### src/rtl/alarm_unit_pkg.sv
// Shared state encoding, time limits and BCD helpers for the alarm stage.
package alarm_unit_pkg;

    typedef enum logic [1:0] {
        IDLE    = 2'd0,
        ARMED   = 2'd1,
        RINGING = 2'd2,
        SNOOZE  = 2'd3
    } alarm_state_t;

    localparam int unsigned MAX_HR      = 23;
    localparam int unsigned MAX_MIN     = 59;
    localparam int unsigned SEC_PER_MIN = 60;

    function automatic logic [3:0] bcd_tens(input logic [5:0] v);
        logic [5:0] t;
        t = v / 6'd10;
        return t[3:0];
    endfunction

    function automatic logic [3:0] bcd_ones(input logic [5:0] v);
        logic [5:0] t;
        t = v % 6'd10;
        return t[3:0];
    endfunction

endpackage

### src/rtl/alarm_unit_btn_debounce.sv
// Button conditioner: 2-FF synchroniser, stability counter, rising-edge pulse.
module btn_debounce #(
    parameter int unsigned DEBOUNCE_CYCLES = 1_000_000
) (
    input  logic clk_100MHz,
    input  logic reset,
    input  logic btn,
    output logic pulse
);

    localparam int unsigned CW = (DEBOUNCE_CYCLES < 2) ? 1 : $clog2(DEBOUNCE_CYCLES + 1);

    logic          sync1;
    logic          sync2;
    logic          stable;
    logic [CW-1:0] cnt;

    // Synchronise, accept a new level after DEBOUNCE_CYCLES equal samples, pulse on rise
    always_ff @(posedge clk_100MHz or posedge reset) begin
        if (reset) begin
            sync1  <= 1'b0;
            sync2  <= 1'b0;
            stable <= 1'b0;
            cnt    <= '0;
            pulse  <= 1'b0;
        end else begin
            sync1 <= btn;
            sync2 <= sync1;
            pulse <= 1'b0;
            if (sync2 != stable) begin
                if (cnt == CW'(DEBOUNCE_CYCLES - 1)) begin
                    stable <= sync2;
                    cnt    <= '0;
                    pulse  <= sync2;
                end else begin
                    cnt <= cnt + 1'b1;
                end
            end else begin
                cnt <= '0;
            end
        end
    end

endmodule

### src/rtl/alarm_unit.sv
// Alarm stage: settable alarm time, time compare, buzzer with stop and snooze.
module alarm_unit
    import alarm_unit_pkg::*;
#(
    parameter int unsigned DEBOUNCE_CYCLES = 1_000_000,
    parameter int unsigned RING_SECONDS    = 60,
    parameter int unsigned SNOOZE_MINUTES  = 5
) (
    input  logic       clk_100MHz,
    input  logic       reset,
    input  logic       sec_plus,
    input  logic [4:0] hours,
    input  logic [5:0] minutes,
    input  logic       alarm_en,
    input  logic       set_mode,
    input  logic       al_hr_btn,
    input  logic       al_min_btn,
    input  logic       snooze_btn,
    input  logic       stop_btn,
    output logic [3:0] al_hr_1s,
    output logic [3:0] al_hr_10s,
    output logic [3:0] al_min_1s,
    output logic [3:0] al_min_10s,
    output logic       buzzer,
    output logic       armed,
    output logic       ringing
);

    localparam int unsigned RCW = $clog2(RING_SECONDS + 1);
    localparam int unsigned SCW = $clog2(SEC_PER_MIN * SNOOZE_MINUTES + 1);
    localparam logic [RCW-1:0] RING_LAST = RCW'(RING_SECONDS - 1);
    localparam logic [SCW-1:0] SNZ_LOAD  = SCW'(SEC_PER_MIN * SNOOZE_MINUTES);

    logic hr_p, min_p, snooze_p, stop_p;
    logic sec_r, sec_tick;
    logic [4:0] al_hr;
    logic [5:0] al_min;
    logic match, fired, abort, enter_ring;

    alarm_state_t   state_q, state_d;
    logic [RCW-1:0] ring_cnt, ring_cnt_d;
    logic [SCW-1:0] snz_cnt, snz_cnt_d;

    btn_debounce #(.DEBOUNCE_CYCLES(DEBOUNCE_CYCLES)) u_db_hr (
        .clk_100MHz(clk_100MHz), .reset(reset), .btn(al_hr_btn), .pulse(hr_p));
    btn_debounce #(.DEBOUNCE_CYCLES(DEBOUNCE_CYCLES)) u_db_min (
        .clk_100MHz(clk_100MHz), .reset(reset), .btn(al_min_btn), .pulse(min_p));
    btn_debounce #(.DEBOUNCE_CYCLES(DEBOUNCE_CYCLES)) u_db_snooze (
        .clk_100MHz(clk_100MHz), .reset(reset), .btn(snooze_btn), .pulse(snooze_p));
    btn_debounce #(.DEBOUNCE_CYCLES(DEBOUNCE_CYCLES)) u_db_stop (
        .clk_100MHz(clk_100MHz), .reset(reset), .btn(stop_btn), .pulse(stop_p));

    // One-clock tick on each rising edge of the 1 Hz input
    always_ff @(posedge clk_100MHz or posedge reset) begin
        if (reset) begin
            sec_r    <= 1'b0;
            sec_tick <= 1'b0;
        end else begin
            sec_r    <= sec_plus;
            sec_tick <= sec_plus & ~sec_r;
        end
    end

    // Alarm time editing; hour and minute wrap independently
    always_ff @(posedge clk_100MHz or posedge reset) begin
        if (reset) begin
            al_hr  <= '0;
            al_min <= '0;
        end else if (set_mode) begin
            if (hr_p)
                al_hr <= (al_hr == 5'(MAX_HR)) ? '0 : al_hr + 5'd1;
            if (min_p)
                al_min <= (al_min == 6'(MAX_MIN)) ? '0 : al_min + 6'd1;
        end
    end

    assign match = (hours == al_hr) && (minutes == al_min);
    assign abort = !alarm_en || set_mode;
    assign enter_ring = (state_d == RINGING) && (state_q != RINGING);

    // Block re-triggering for the rest of the alarm minute once it has rung
    always_ff @(posedge clk_100MHz or posedge reset) begin
        if (reset)
            fired <= 1'b0;
        else if (!match)
            fired <= 1'b0;
        else if (enter_ring)
            fired <= 1'b1;
    end

    // State and counter registers
    always_ff @(posedge clk_100MHz or posedge reset) begin
        if (reset) begin
            state_q  <= IDLE;
            ring_cnt <= '0;
            snz_cnt  <= '0;
        end else begin
            state_q  <= state_d;
            ring_cnt <= ring_cnt_d;
            snz_cnt  <= snz_cnt_d;
        end
    end

    // Next-state logic: abort first, then stop over snooze over tick
    always_comb begin
        state_d    = state_q;
        ring_cnt_d = ring_cnt;
        snz_cnt_d  = snz_cnt;
        if (abort) begin
            state_d = IDLE;
        end else begin
            case (state_q)
                IDLE: state_d = ARMED;
                ARMED: begin
                    if (sec_tick && match && !fired) begin
                        state_d    = RINGING;
                        ring_cnt_d = '0;
                    end
                end
                RINGING: begin
                    if (stop_p) begin
                        state_d = ARMED;
                    end else if (snooze_p) begin
                        state_d   = SNOOZE;
                        snz_cnt_d = SNZ_LOAD;
                    end else if (sec_tick) begin
                        ring_cnt_d = ring_cnt + 1'b1;
                        if (ring_cnt == RING_LAST)
                            state_d = ARMED;
                    end
                end
                SNOOZE: begin
                    if (stop_p) begin
                        state_d = ARMED;
                    end else if (sec_tick) begin
                        snz_cnt_d = snz_cnt - 1'b1;
                        if (snz_cnt == SCW'(1)) begin
                            state_d    = RINGING;
                            ring_cnt_d = '0;
                        end
                    end
                end
                default: state_d = IDLE;
            endcase
        end
    end

    // Status outputs and BCD digits
    always_comb begin
        ringing    = (state_q == RINGING);
        armed      = (state_q != IDLE);
        buzzer     = ringing && !abort && sec_plus;
        al_hr_10s  = bcd_tens({1'b0, al_hr});
        al_hr_1s   = bcd_ones({1'b0, al_hr});
        al_min_10s = bcd_tens(al_min);
        al_min_1s  = bcd_ones(al_min);
    end

endmodule

### config.mk
export PLATFORM = sky130hd
export DESIGN_NAME = alarm_unit
export DESIGN_NICKNAME = d
export VERILOG_FILES = /design/src/rtl/alarm_unit_pkg.sv /design/src/rtl/alarm_unit_btn_debounce.sv /design/src/rtl/alarm_unit.sv
export SDC_FILE = /design/constraint.sdc
export NUM_CORES = 1
export LEC_CHECK = 0
export BUFFER_PORTS_ARGS = -buffer_cell sky130_fd_sc_hd__buf_2
export CORE_MARGIN = 2
export CORE_UTILIZATION = 31
export CTS_BUF_LIST = sky130_fd_sc_hd__clkbuf_4 sky130_fd_sc_hd__clkbuf_8
export CTS_CLUSTER_SIZE = 30
export DETAILED_ROUTE_END_ITERATION = 8
export GPL_TIMING_DRIVEN = 0
export PLACE_DENSITY = 0.5
export SLEW_MARGIN = 40
export SYNTH_ARGS = -nofsm -noshare
export SYNTH_HDL_FRONTEND = slang
export SYNTH_SLANG_ARGS = --single-unit
### constraint.sdc
create_clock -name clk_100MHz -period 4.1 [get_ports clk_100MHz]
set_input_delay 0.205 -clock clk_100MHz [delete_from_list [all_inputs] [get_ports clk_100MHz]]
set_output_delay 0.205 -clock clk_100MHz [all_outputs]
set_load 0.05 [all_outputs]
==> results.py, run 1 <==
metrics = {
    "synth": {
        "netlist.area_leader.share_pct": 45.9,
        "ys_seq_area_share_pct": 45.9,
        "yosysTopAreaCell": "dfrtp_1",
        "ys_ff_latch": 127,
        "synth.distinct_cells": 66,
        "syn_inst": 719,
        "yosys-top-cells-area": "dfrtp_1 46%, xor2_1 4.6%, nor2_1 3.9%, xnor2_1 3.8%, ha_1 2.7%",
        "avgSynthCellArea_um2": 9.62,
        "yosys_warnings": 0,
        "async_reset_ff_share_pct": 100,
        "synth_flop_cell": "dfrtp_1",
        "synth-edff-count": 0,
        "synth_area_um2": 6920,
    },
    "clocking": {
        "clkLatencyLatePin_ns": 0.43,
        "cts.sink_count": 127,
        "cts_tree": "built",
        "cts_buffer_depth": 2,
        "cts_buffers": 17,
        "root_buffer": "clkbuf_8",
        "htree_levels": 4,
        "path_clk_slew_ns": 0.07,
    },
    "power": {
        "p_per_area_nw_per_um2": 319,
        "swShare_pct": 25.2,
        "total_power_mw": 2.54,
        "ir_worst_vdd_mv": 0.160,
        "netSwitchingPower_uw": 639,
        "internal-power_mw": 1.90,
        "leakagePower_nw": 3.37,
        "pwr-share-comb_pct": 5.9,
        "power_frac_seq_pct": 51.0,
        "power.share.clock_pct": 43.2,
    },
    "critical_path": {
        "required_ns": 3.89,
        "path_buf_inv": 3,
        "path_class": "reg -> out",
        "startpoint_type": "flip-flop",
        "startpoint": "al_min[3]$_DFFE_PP0P_",
        "path_cells": "clkbuf_1 > clkbuf_1 > nand2b_1 > xor2_1 > mux2i_1 > ha_1 > or3b_2 > xor2_1 > buf_2",
        "arrival_ns": 3.08,
        "crit_slowest_cell": "or3b_2",
        "end_kind": "primary output",
        "r2r_setup_slack_ns": 1.76,
        "crit_family": "buffers and inverters",
        "cp_max_fo": 10,
        "worst_path_largest_cell_delay_ns": 0.47,
        "rr_startpoint": "u_db_snooze.cnt[0]$_DFF_PP0_",
    },
    "timing": {
        "min_period_over_period_pct": 80.0,
        "fin_ws_ns": 0.820,
        "fin_crit_ns": 3.28,
        "fin_skew_ns": 0.0134,
        "setup_viol": 0,
        "rsz0062_at_grt": "false",
        "hold_viol_final": 0,
        "relSlewSlack_pct": 46.9,
        "whs_ns": 0.238,
        "fmax_ghz": 0.305,
        "slew_violations": 0,
        "worst_pin_slew_ns": 0.785,
    },
    "min_path": {
        "worstHoldStart": "set_mode",
        "hp-class": "in -> reg",
    },
    "detailed_routing": {
        "ant_nets": 0,
        "viasPerCell": 4.98,
        "drt_wl_total_um": 14500,
        "drcViolationCount": 0,
        "vias": 5356,
        "drtIter0Drc": 191,
        "first_pass_iters": 4,
        "routedWlPerCell_um": 13.5,
    },
    "final_layout": {
        "mostFrequentLayoutCells": "127 x dfrtp_1, 71 x nor2_1, 45 x nand2_1",
        "finalNetCount": 817,
        "layout-drive-gt1-share_pct": 13.7,
        "syn_to_final_growth_pct": 15.2,
        "antennaDiodeCount": 0,
        "nFillCells": 2256,
        "final_common_cell": "dfrtp_1",
    },
    "global_routing": {
        "grt_max_degree": 49,
        "antenna_found_initial": 1,
        "gr-total-overflow": 0,
        "grt_pass1_wl_um": 25300,
        "track_usage_pct": 12.9,
        "grt_pass1_vias": 5145,
    },
    "floorplanning": {
        "pin_count": 39,
        "dieHeight_um": 153,
        "coreArea_um2": 21900,
        "num_rows": 54,
        "die-area_um2": 23500,
        "floorplan.die.width_um": 153,
        "start_util_pct": 31.6,
    },
    "placement": {
        "hpwl_um": 10200,
        "pre_cts_slack_ns": 1.29,
        "gp_congestion": 0.762,
        "portBuffers": 34,
    },
    "status": {
        "status": "complete, no violations",
    },
    "run": {
        "maxCapViolations": 0,
    },
}
-- timing repair --
action | 4_1_cts | 5_1_grt
hold buffers | 6 | 0
endpoints found under the hold margin | 39 | 0
setup buffers | 0 | 0
gates resized for setup | 0 | 0
-- final timing paths --
check,endpoint,cells past startpoint
max,al_min_1s[3],9
min,al_min[4]$_DFFE_PP0P_,3
max reg2reg,u_db_snooze.cnt[10]$_DFF_PP0_,6
min reg2reg,u_db_min.sync2$_DFF_PP0_,0
max in group asynchronous,u_db_hr.cnt[6]$_DFF_PP0_,4
min in group asynchronous,u_db_stop.sync1$_DFF_PP0_,3
-- per-layer routing --
layer  share of wire, %  global-route usage [%]
met1                 51                    18.1
met2                 45                    19.6
met3                2.9                    3.35
met4                1.0                    4.06
met5              0.090                       0
-- through the flow --
stage	setup TNS [ns]	instance area (um2)	cells	utilization (%)
3_5_place_dp	0	7510	1037	34.3
2_1_floorplan	0	6920	721	-
4_1_cts	0	7970	1075	36.4
6_report	0	7970	1075	36.4
5_1_grt	0	7970	1075	36.4
3_3_place_gp	-157.65	7440	1035	34.0
-- tightest hold or removal path: stages --
cell and delay [ns]:
clkbuf_1 0.19, nand4_1 0.15, o21ai_0 0.08
-- layout make-up --
type / count / area [um2] / share of cell area [%]
clock inverters: 13 / 136 / 1.71
flip-flops and latches: 127 / 3180 / 39.9
well taps: 280 / 350 / 4.40
clock buffers: 19 / 262 / 3.28
plain buffers: 30 / 149 / 1.87
inverters: 31 / 124 / 1.56
repair buffers: 42 / 285 / 3.58
multi-input cells: 533 / 3480 / 43.7
-- synth_stat cells, drive strengths merged, types with 3 or more instances --
| cell type | n |
|---|---|
| mux2i | 9 |
| xor2 | 36 |
| a21oi | 38 |
| and3b | 3 |
| and2 | 5 |
| nand3 | 34 |
| ha | 15 |
| nand2b | 9 |
| nor4 | 8 |
| or2 | 4 |
| a31oi | 3 |
| o41ai | 4 |
| nor3 | 22 |
| nand4 | 19 |
| nor2 | 71 |
| mux2 | 7 |
| dfrtp | 127 |
| clkbuf | 15 |
| or4b | 3 |
| nand2 | 45 |
| or4 | 23 |
| and4 | 9 |
| buf | 15 |
| or3 | 18 |
| nand3b | 4 |
| and3 | 10 |
| nor2b | 11 |
| inv | 30 |
| nor3b | 5 |
| o21ai | 37 |
| a21o | 3 |
| xnor2 | 30 |
| nor4b | 4 |
| o31ai | 12 |
| o211ai | 4 |
-- state kept, by name, indices dropped and copies added, names as in the netlist, 2 cells and up --
signal	flops
al_hr	5
al_min	6
ring_cnt	6
snz_cnt	9
state_q	2
u_db_hr.cnt	20
u_db_min.cnt	20
u_db_snooze.cnt	20
u_db_stop.cnt	20
-- kinds of logic after synthesis --
family / share of synthesized area, %
simple gates: 25.4
flops: 45.9
compound gates: 11.2
xor+xnor: 8.36
buf+inv: 3.83
mux: 2.44
fa+ha+maj: 2.71
other cells: 0.0542
-- power by group through the flow --
| stage | combinational [mW] | sequential [mW] | clock [mW] |
|---|---|---|---|
| after floorplan | 0.0996 | 1.31 | 0 |
| after global placement | 0.140 | 1.32 | 0 |
| after detailed placement | 0.149 | 1.32 | 0 |
| after CTS | 0.154 | 1.29 | 1.14 |
| after global routing | 0.170 | 1.30 | 1.20 |
| final | 0.149 | 1.29 | 1.10 |
Note: power is estimated with default switching activity, not from simulation.
==> inputs of run 2 (changes only) <==
- ABC_AREA: default -> 1
- clock period: 4.1 -> 3.2 ns (I/O delays scaled with it)
==> run 2 against run 1 <==
Cell area shrank 0.47%. Global-route usage fell by 0.091 points. Sequential share of layout area rose by 0.19 points. Setup slack worse by 0.087 ns. Clock-buffer cell count is 7 higher. Non-clock buffer count fell by 16. Flip-flop and latch count stayed put. Synthesized cell count rose by 19%. Worst hold slack lost 0.13 ns. First-iteration DRC count rose by 55%. Critical endpoint unchanged. Largest cell class is now registers. Largest power group unchanged.
==> results.py, run 2 <==
metrics = {
    "detailed_routing": {
        "vias": 5484,
        "drcViolationCount": 0,
        "routedWlPerCell_um": 11.5,
        "viasPerCell": 4.51,
        "drt_wl_total_um": 14000,
        "first_pass_iters": 4,
        "ant_nets": 0,
        "drtIter0Drc": 297,
    },
    "timing": {
        "fin_skew_ns": 0.00944,
        "fin_crit_ns": 2.47,
        "rsz0062_at_grt": "false",
        "min_period_over_period_pct": 77.1,
        "worst_pin_slew_ns": 0.546,
        "setup_viol": 0,
        "relSlewSlack_pct": 63.5,
        "tns_ns": 0,
        "hold_viol_final": 0,
        "slew_violations": 0,
        "fmax_ghz": 0.405,
    },
    "synth": {
        "synth_area_um2": 6810,
        "synth.distinct_cells": 41,
        "yosysTopAreaCell": "dfrtp_1",
        "yosys-top-cells-area": "dfrtp_1 47%, nand2_1 8.1%, nor2_1 7.1%, inv_1 5.7%, xor2_1 4.9%",
        "synth_flop_cell": "dfrtp_1",
        "avgSynthCellArea_um2": 7.96,
        "yosys_warnings": 0,
        "synth-edff-count": 0,
        "netlist.area_leader.share_pct": 46.7,
        "syn_inst": 855,
        "synth_common_cells": "147 x nand2_1, 128 x nor2_1, 127 x dfrtp_1",
        "ys_ff_latch": 127,
        "ys_seq_area_share_pct": 46.7,
        "yosys.cell_count.top_type": "nand2_1",
        "async_reset_ff_share_pct": 100,
    },
    "critical_path": {
        "worst_path_largest_cell_delay_ns": 0.35,
        "startpoint": "al_min[3]$_DFFE_PP0P_",
        "end_kind": "primary output",
        "cp_max_fo": 8,
        "required_ns": 3.04,
        "crit_slowest_cell": "dfrtp_1",
        "arrival_ns": 2.31,
        "startpoint_type": "flip-flop",
        "path_class": "reg -> out",
        "cpMostUsedCell": "nand2_1",
        "path_cells": "buf_2 > nor2_1 > nand2_1 > a21o_1 > nand2_1 > inv_1 > ha_1 > xnor2_1 > nand2_1 > nand2_1 > buf_2",
        "rr_startpoint": "u_db_stop.cnt[0]$_DFF_PP0_",
    },
    "power": {
        "power_frac_seq_pct": 51.0,
        "swShare_pct": 22.3,
        "power.share.clock_pct": 44.0,
        "netSwitchingPower_uw": 718,
        "ir_worst_vdd_mv": 0.200,
        "p_per_area_nw_per_um2": 405,
        "pwr-share-comb_pct": 5.0,
        "internal-power_mw": 2.50,
        "leakagePower_nw": 3.68,
    },
    "min_path": {
        "hp-class": "in -> reg",
        "worstHoldStart": "set_mode",
    },
    "final_layout": {
        "layout-drive-gt1-share_pct": 12.8,
        "antennaDiodeCount": 0,
        "final_cells": 1215,
        "syn_to_final_growth_pct": 16.4,
        "design_area_um2": 7930,
        "finalNetCount": 957,
        "nFillCells": 2213,
        "mostFrequentLayoutCells": "147 x nand2_1, 128 x nor2_1, 127 x dfrtp_1",
        "final_common_cell": "nand2_1",
    },
    "floorplanning": {
        "start_util_pct": 31.4,
        "dieHeight_um": 152,
        "num_rows": 54,
        "floorplan.die.width_um": 152,
        "die-area_um2": 23200,
        "pin_count": 39,
        "coreArea_um2": 21700,
    },
    "run": {
        "maxCapViolations": 0,
    },
    "clocking": {
        "cts_buffer_depth": 2,
        "ctsResizeCount": 0,
        "htree_levels": 4,
        "clkLatencyLatePin_ns": 0.44,
        "cts_setup_buffers": 0,
        "cts_tree": "built",
        "cts.sink_count": 127,
        "path_clk_slew_ns": 0.07,
        "cts_buffers": 17,
        "root_buffer": "clkbuf_8",
    },
    "status": {
        "status": "complete, no violations",
    },
    "global_routing": {
        "track_usage_pct": 12.8,
        "grt_max_degree": 25,
        "gr-total-overflow": 0,
        "grt_pass1_wl_um": 24800,
        "grt_pass1_vias": 5374,
        "antenna_found_initial": 0,
    },
    "placement": {
        "dpl_cell_area_um2": 7460,
        "portBuffers": 35,
        "numPlacedInstances": 1177,
        "gp_congestion": 0.804,
        "hpwl_um": 10300,
    },
}
==> run 2: changes by cell type after synthesis, moves of 18 or more <==
cell	change
nand2_1	+102
inv_1	+73
nor2_1	+57
nor3_1	+22
or4_1	-22
inv_2	+21
xnor2_1	-19
or3_1	-18
==> run 2: final cells by class <==
cell class,count,area (um2),area share [%]
Buffer,10,61.3,0.773
Clock buffer,26,327,4.12
Timing Repair Buffer,46,350,4.42
Sequential cell,127,3180,40.1
Multi-Input combinational cell,591,3090,39.0
Tap cell,280,350,4.42
Inverter,129,488,6.16
Clock inverter,6,80.1,1.01
==> run 2: path summary, 6_finish.rpt <==
kind	to	slack (ns)	cells past startpoint
hold reg to reg	u_db_stop.sync2$_DFF_PP0_	0.35	0
min in group asynchronous	u_db_stop.sync1$_DFF_PP0_	0.31	3
setup reg to reg	u_db_stop.cnt[16]$_DFF_PP0_	1.22	9
setup / recovery	al_min_1s[3]	0.73	11
hold / removal	state_q[1]$_DFF_PP0_	0.10	4
max in group asynchronous	al_min[5]$_DFFE_PP0P_	2.02	6
==> run 2: logic make-up after synthesis <==
| kind of cell | synth area share (%) |
|---|---|
| simple gates | 28.2 |
| buf+inv | 8.01 |
| fa+ha+maj | 2.76 |
| compound gates | 7.86 |
| xor+xnor | 6.30 |
| flops | 46.7 |
| other cells | 0.0551 |
| mux | 0.147 |
==> run 2: worst max-delay path, delay by kind of cell, from the launching register on <==
kind	cells	cell delay, ns
adder cells (fa/ha/maj)	1	0.19
buffers and inverters	3	0.47
AND/OR/NAND/NOR	5	0.50
AO/OA/AOI/OAI	1	0.20
flip-flops	1	0.35
XOR/XNOR	1	0.15
==> run 2: power groups by stage <==
stage | registers (mW) | clock network [mW] | logic, mW
final | 1.64 | 1.42 | 0.160
after global routing | 1.64 | 1.56 | 0.185
after CTS | 1.64 | 1.48 | 0.166
after detailed placement | 1.67 | 0 | 0.160
after global placement | 1.67 | 0 | 0.141
after floorplan | 1.67 | 0 | 0.0985
==> run 2: timing repair <==
action,4_1_cts,5_1_grt
hold buffers,6,0
endpoints found under the setup margin,0,0
hold endpoints to repair,26,0
==> run 2: metrics by stage <==
| stage | worst slack (ns) | power, mW | hold WS, ns | util, % |
|---|---|---|---|---|
| 2_1_floorplan | 0.379 | 1.77 | 0.191 | - |
| 3_3_place_gp | 0.496 | 1.81 | 0.269 | 33.9 |
| 3_5_place_dp | 1.18 | 1.83 | 0.241 | 34.4 |
| 4_1_cts | 0.679 | 3.29 | 0.0789 | 36.6 |
| 5_1_grt | 0.408 | 3.39 | 0.100 | 36.6 |
| 6_report | 0.733 | 3.21 | 0.104 | 36.6 |
==> run 2: per-layer routing <==
layer | part of all wire [%] | global-route usage, %
met5 | 0 | 0
met4 | 1.1 | 4.54
met3 | 2.0 | 2.90
met2 | 47 | 20.7
met1 | 50 | 16.9
